`src/rtl/exec_alu.sv`:
```
// exec_alu: single-issue integer execute stage with a valid/ready handshake on both sides.
// Single-cycle ALU ops (ADD..SLTU) land in DONE on the accepting edge; results are held
// in DONE until the consumer takes them, and a new op may be accepted on the retiring edge.
// Optional feature: define EXEC_ALU_MUL_EN to build the iterative shift-add multiplier
// (opcode 10, CALC state). Without it opcode 10 is reported as illegal.
module exec_alu #(
    parameter int WIDTH = 32,
    parameter int TAG_W = 12
) (
    input  logic             clk,
    input  logic             rst,
    input  logic             I_valid,
    output logic             O_ready,
    input  logic [3:0]       I_op,
    input  logic [WIDTH-1:0] I_A,
    input  logic [WIDTH-1:0] I_B,
    input  logic [TAG_W-1:0] I_rd,
    output logic             O_valid,
    input  logic             I_ready,
    output logic [WIDTH-1:0] O_result,
    output logic [TAG_W-1:0] O_rd,
    output logic             O_illegal
);

    typedef enum logic [1:0] {IDLE, CALC, DONE} state_t;

    state_t                  state;
    state_t                  state_next;
    logic                    accept;
    logic                    is_mul;
    logic                    mul_done;
    logic                    op_illegal;
    logic [WIDTH-1:0]        mul_res;
    logic signed [WIDTH-1:0] a_s;
    logic signed [WIDTH-1:0] b_s;

    // Single-cycle ALU; illegal opcodes fall through to zero.
    function automatic logic [WIDTH-1:0] alu_calc(input logic [3:0] op,
                                                  input logic signed [WIDTH-1:0] a,
                                                  input logic signed [WIDTH-1:0] b);
        logic [4:0]       sh;
        logic [WIDTH-1:0] r;
        sh = b[4:0];
        r  = '0;
        case (op)
            4'd0:    r = a + b;
            4'd1:    r = a - b;
            4'd2:    r = a & b;
            4'd3:    r = a | b;
            4'd4:    r = a ^ b;
            4'd5:    r = a << sh;
            4'd6:    r = $unsigned(a) >> sh;
            4'd7:    r = a >>> sh;
            4'd8:    r = {{(WIDTH-1){1'b0}}, (a < b)};
            4'd9:    r = {{(WIDTH-1){1'b0}}, ($unsigned(a) < $unsigned(b))};
            default: r = '0;
        endcase
        return r;
    endfunction

    assign a_s        = I_A;
    assign b_s        = I_B;
    assign accept     = I_valid && O_ready;
    assign op_illegal = (I_op > 4'd9) && !is_mul;
    assign O_valid    = (state == DONE);

`ifdef EXEC_ALU_MUL_EN
    localparam int                CNT_W    = $clog2(WIDTH);
    localparam logic [CNT_W-1:0]  CNT_LAST = CNT_W'(WIDTH - 1);

    logic [WIDTH-1:0] mul_a;
    logic [WIDTH-1:0] mul_b;
    logic [WIDTH-1:0] mul_acc;
    logic [CNT_W-1:0] mul_cnt;

    assign is_mul   = (I_op == 4'd10);
    // The last CALC cycle folds its own partial product straight into the result.
    assign mul_done = (state == CALC) && (mul_cnt == CNT_LAST);
    assign mul_res  = mul_acc + (mul_b[0] ? mul_a : '0);

    // Shift-add multiplier: one multiplier bit consumed per CALC cycle, WIDTH cycles total.
    always_ff @(posedge clk or posedge rst) begin
        if (rst) begin
            mul_a   <= '0;
            mul_b   <= '0;
            mul_acc <= '0;
            mul_cnt <= '0;
        end else if (accept && is_mul) begin
            mul_a   <= I_A;
            mul_b   <= I_B;
            mul_acc <= '0;
            mul_cnt <= '0;
        end else if (state == CALC) begin
            mul_acc <= mul_res;
            mul_a   <= mul_a << 1;
            mul_b   <= mul_b >> 1;
            mul_cnt <= mul_cnt + 1'b1;
        end
    end
`else
    assign is_mul   = 1'b0;
    assign mul_done = 1'b0;
    assign mul_res  = '0;
`endif

    // State register.
    always_ff @(posedge clk or posedge rst) begin
        if (rst) begin
            state <= IDLE;
        end else begin
            state <= state_next;
        end
    end

    // Next-state and ready: CALC blocks new work, DONE only accepts while retiring.
    always_comb begin
        state_next = state;
        O_ready    = 1'b0;
        case (state)
            IDLE: begin
                O_ready = 1'b1;
                if (I_valid) state_next = is_mul ? CALC : DONE;
            end
            CALC: begin
                if (mul_done) state_next = DONE;
            end
            DONE: begin
                O_ready = I_ready;
                if (I_ready) begin
                    if (!I_valid)    state_next = IDLE;
                    else if (is_mul) state_next = CALC;
                    else             state_next = DONE;
                end
            end
            default: state_next = IDLE;
        endcase
    end

    // Result registers: loaded on accept (ALU) or at the end of CALC (MUL), else held.
    always_ff @(posedge clk or posedge rst) begin
        if (rst) begin
            O_result  <= '0;
            O_rd      <= '0;
            O_illegal <= 1'b0;
        end else if (accept) begin
            O_rd      <= I_rd;
            O_illegal <= op_illegal;
            if (!is_mul) O_result <= alu_calc(I_op, a_s, b_s);
        end else if (mul_done) begin
            O_result  <= mul_res;
        end
    end

endmodule

```
`config.mk`:
```
export PLATFORM = sky130hd
export DESIGN_NAME = exec_alu
export DESIGN_NICKNAME = d
export VERILOG_FILES = /design/src/rtl/exec_alu.sv
export SDC_FILE = /design/constraint.sdc
export NUM_CORES = 1
export LEC_CHECK = 0
export CAP_MARGIN = 20
export CELL_PAD_IN_SITES_DETAIL_PLACEMENT = 1
export CELL_PAD_IN_SITES_GLOBAL_PLACEMENT = 1
export CORE_UTILIZATION = 53
export CTS_CLUSTER_DIAMETER = 60
export DETAILED_ROUTE_END_ITERATION = 10
export DONT_BUFFER_PORTS = 1
export PLACE_DENSITY_LB_ADDON = 0.1
export SYNTH_ARGS = -nofsm -noshare
export SYNTH_HDL_FRONTEND = slang
export SYNTH_SLANG_ARGS = --single-unit
export TNS_END_PERCENT = 50
```
`constraint.sdc`:
```
create_clock -name clk -period 5.7 [get_ports clk]
set_input_delay 1.71 -clock clk [delete_from_list [all_inputs] [get_ports clk]]
set_output_delay 1.71 -clock clk [all_outputs]
set_load 0.02 [all_outputs]
```
* Yosys cells after proc, flatten, opt, wreduce, memory -nomap -nowiden *
Cells that the tools add are included.

word-level totals
  output and inout bits = 47
  input port bits = 84
  bits in registers = 47

cells by class
  $lt $le $gt $ge = 3
  shifts and indexed selects = 3
  multiplexer cells = 6
  reduce and logical (&&, ||, !) cells = 4
  add/sub/neg operators = 2
  equal/unequal tests = 13
  bitwise logic cells = 4

operator list
  operator                                       count
  one-hot mux 32 bit (10 select lines)           1
  less-than comparator 32 bit                    2
  adder 32 bit                                   1
  AND 32 bit                                     1
  OR 32 bit                                      1
  << shifter 32 x 5 -> 32 bit                    1
  right shift 32 x 5 -> 32 bit                   1
  >>> shifter 32 x 5 -> 32 bit                   1
  subtractor 32 bit                              1
  bitwise XOR 32 bit                             1
  == test 4 x 3 -> 1 bit, second input constant  4
  == test 4 x 2 -> 1 bit, second input constant  2
  == test 4 bit, second input constant           2
  2-to-1 mux 2 bit                               3
  one-hot mux 2 bit (3 select lines)             1
  == test 4 x 1 -> 1 bit, second input constant  1
  > comparator 4 bit, second input constant      1
  zero test 4 bit                                1
  AND reduction 3 bit                            1
  == test 2 x 1 -> 1 bit, second input constant  1
  == test 2 bit, second input constant           1
  zero test 2 bit                                1
  != test 2 x 1 -> 1 bit, second input constant  1
  != test 2 bit, second input constant           1
  other kinds (3)                                3

* Depth between registers and ports, before layout *
  depth after elaboration = 3
  depth in mapped cells = 16
  depth with buffers taken out = 12

* Worst setup path before layout *
OpenSTA, ideal clock, no wires.

  path type = input to register
  start point = in I_B[3]
  end point = reg O_result[27]
  path slack = 468 ps
  data arrival time = 5,146 ps
  buffers on the path = 4
  stages = 15
  data required time = 5,613 ps
  path through = clkbuf_1 inv_1 buf_1 buf_1 ha_1 buf_4 o21ai_1 o21a_1 or4_4 a21oi_4 o211ai_4 a2111oi_4 o22ai_1 mux2_4 a211oi_2

on the way
  cells in the longest elaborated chain, start to end = 2

ends and longest elaborated chain
  item                                       line  text
  start, declared                            16    input logic [WIDTH-1:0] I_B,
  subtractor 32 bit (tied with other cells)  47    4'd1: r = a - b;
  one-hot mux 32 bit (10 select lines) (*)   45    case (op)
  end signal, assigned                       148   if (!is_mul) O_result <= alu_calc(I_op, a_s, b_s);
  end signal, assigned                       150   O_result <= mul_res;
  end, declared                              20    output logic [WIDTH-1:0] O_result,

Mark *: on every way between the ends. The rest lies on a longest branch, timed or not.
A chain may end at the register's enable or synchronous reset.

* Final worst setup path *
  start point = in I_A[0]
  end point = reg O_result[0]

on the way
  cells in the longest elaborated chain, start to end = 2

ends and longest elaborated chain
  item                                       line  text
  start, declared                            15    input logic [WIDTH-1:0] I_A,
  subtractor 32 bit (tied with other cells)  47
  one-hot mux 32 bit (10 select lines) (*)   45

Marks and branches as above.

==> out/metrics.cfg <==
[run_status]
status=finished, violations left
violations=design-rule violations

[pwr]
ir_drop_v=0.000105
finalPower_mw=1.69
switching_share=0.490
power_frac_comb=0.535
intPower_mw=0.863
power_frac_seq=0.267
power.share.clock=0.198
p_leak_nw=4.58
switchingPower_mw=0.831
powerDensity_nw_per_um2=160

[place]
place_congestion=1.02
portBuffers=0
hpwlAfterDp_mm=37.1

[global_routing]
grt_pass1_vias=11800
grt_pass1_wl_mm=72.2
antenna_found_initial=2
grt.total_usage=0.479
overflow=0
grt_max_degree=97

[floorplan]
row_count=50
coreArea_um2=19000
fp.dieW_um=142
die_h_um=142
pin_count=131
start_util=0.547
die_area_um2=20100

[clock_network]
clock_sinks=46
ctsResizeCount=0
worst_skew_pair.late_latency_ns=0.32
path_clk_slew_ns=0.08
clock-root-buffer=clkbuf_16
cts_made_buffers=5
cts_max_level=2
cts_tree=built
hold_buffers=0
cts_buffer_depth=2
post_cts_buffers=0

[route]
wl_per_cell_um=30.4
met1_length_mm=18.9
drtPass1Iterations=11
ant_nets=0
vias=12100
drt-initial-drc-count=1436
routed_wirelength_mm=49.0
vias_per_cell=7.52
wl_met3_mm=6.54
wl_met2_mm=20.5
top_layer=met5
drc_errors=1

[sta]
fin_crit_ns=4.84
holdWs_ns=0.630
tightest_slew_ns=1.03
fmax_ghz=0.207
rsz0062_at_grt=no
finalMaxSlewViolations=0
timing.setup.tns_ns=0
relSlewSlack=0.308
finClkSkew_ns=0.00749
hold_viol_final=0
setup_violations=0
period_share=0.849

[critical_path]
critical_path.max_stage_delay_ns=0.50
crit_required_ns=5.89
r2r_slack_ns=2.77
startpoint_type=primary input
reg2reg_depth=9
path_class=primary input to register
cp.arrival_ns=5.03
slowest_stage=a2111o_1
crit_path_end_kind=register
r2r-start=state[1]$_DFFE_PP0P_
crit_chain=inv_1, ha_1, fa_1, nor2_1, o311ai_1, a2111o_1, a211oi_2, nand3_1, a2111oi_0, buf_4, o21ai_0, a21oi_1, o311ai_1
crit_top_cell=o311ai_1
r2r-end=O_result[26]$_DFFE_PP0P_
crit_fanout=7

[synth]
synth_area_leader_cell=ha_1
syn_nets=1619
synth_warnings=0
ys.flop_type=dfrtp_1
yosys.area.top_type_share=0.118
synth-edff-count=0
synthArstFlopShare=1.00
ys_seq_area_frac=0.111
ys_types=82
syn_inst=1435
avgSynthCellArea_um2=7.22
synth_area_um2=10400
synth_area_leaders=ha_1, dfrtp_1, a21oi_1
synth-seq-cells=46

[hold_path]
hold_end=O_rd[11]$_DFFE_PP0P_
holdCritStartpoint=O_rd[11]$_DFFE_PP0P_
whs_path_depth=2
hold_path_class=register to register

[layout]
layout-drive-gt1-share=0.0812
seq_area_um2=1150
nets=1537
fillers=2479
multi_input_area_um2=8360
diodes=0
synthToLayoutAreaGrowth_pct=2.06

[run]
maxCapViolCount=0

[how the worst max path moves through the flow]
stage	from	end	slack (ns)
after floorplan	I_B[3]	O_result[27]$_DFFE_PP0P_	0.47
after global placement	I_A[0]	O_result[0]$_DFFE_PP0P_	0.81
after detailed placement	I_A[0]	O_result[0]$_DFFE_PP0P_	0.76
after CTS	I_B[1]	O_result[27]$_DFFE_PP0P_	1.08
after global routing	I_B[16]	O_result[28]$_DFFE_PP0P_	0.78
final	I_A[0]	O_result[0]$_DFFE_PP0P_	0.86
[sequential cells by signal (all words and copies together), names as in the netlist]
| name | flops |
|---|---|
| O_rd | 12 |
| state | 1 |
| O_result | 32 |
| O_illegal | 1 |
[cells by family (layout without fill, tap and decap cells)]
group	after synthesis	in the layout	synth area share
AOI/OAI and AO/OA	500	500	0.323
and+or+nand+nor	426	426	0.185
buffers and inverters	219	138	0.0840
muxes	123	123	0.157
adders and majority gates	100	100	0.122
DFF	46	46	0.111
xor gates and xnor gates	21	21	0.0177
[cells in the mapped netlist, types with 7 or more instances]
cell type / number
nand2_1: 152
a21oi_1: 144
nor2_1: 141
inv_1: 103
ha_1: 98
o21ai_0: 70
clkbuf_1: 63
mux2i_1: 63
dfrtp_1: 46
a211oi_1: 42
mux4_2: 28
nor3_1: 27
buf_1: 24
mux2_2: 24
a21o_1: 22
nand3_1: 22
buf_2: 21
o211ai_1: 21
o21ai_1: 21
xnor2_1: 21
a31oi_1: 20
a221oi_1: 17
o21bai_1: 17
a22oi_1: 11
nor2b_1: 11
nor4_1: 11
o31ai_1: 11
a211o_1: 10
nand2b_1: 10
o221ai_1: 10
a222oi_1: 9
a2111oi_0: 8
nand4_1: 8
mux2_1: 7
[power by group through the flow]
stage	combinational [mW]	clock, mW	sequential (mW)
after global placement	0.837	0	0.457
after floorplan	0.656	0	0.445
after CTS	0.864	0.328	0.453
final	0.906	0.335	0.453
after detailed placement	0.858	0	0.459
after global routing	0.953	0.338	0.459
[stage by stage]
stage / instance area (um2) / worst slack [ns] / util / instances
5_1_grt: 10600 / 0.777 / 0.558 / 1614
6_report: 10600 / 0.859 / 0.558 / 1614
3_5_place_dp: 10400 / 0.764 / 0.549 / 1605
2_1_floorplan: 10400 / 0.468 / - / 1435
4_1_cts: 10600 / 1.08 / 0.557 / 1613
3_3_place_gp: 10400 / 0.815 / 0.549 / 1605
[cell usage in the layout (no fill, tap or decap), types with 28 or more instances in the layout]
master / synthesis / final
mux2i_1: 63 / 63
nand2_1: 152 / 151
nor2_1: 141 / 141
ha_1: 98 / 98
dfrtp_1: 46 / 46
mux4_2: 28 / 28
inv_1: 103 / 100
a211oi_1: 42 / 42
a21oi_1: 144 / 144
o21ai_0: 70 / 70
[cell type report]
class	count	area share
inverter	106	0.0376
sequential	46	0.109
tap	260	0.0308
multi-input combinational	1170	0.790
clock buffer	5	0.0118
timing repair buffer	24	0.0182
clock inverter	3	0.00237
[metal layers]
| layer | vias up | global-route usage |
|---|---|---|
| li1 | 5102 | - |
| met1 | 5923 | 0.607 |
| met2 | 874 | 0.713 |
| met3 | 229 | 0.158 |
| met4 | 2 | 0.267 |
| met5 | - | 0 |
[worst max-delay path: cells and delay by family]
| kind | cells | cell delay [ns] |
|---|---|---|
| AND/OR/NAND/NOR | 2 | 0.41 |
| buffers and inverters | 2 | 0.25 |
| adder cells (fa/ha/maj) | 2 | 0.62 |
| AO/OA/AOI/OAI | 7 | 2.04 |
(Power assumes the default switching activity.)
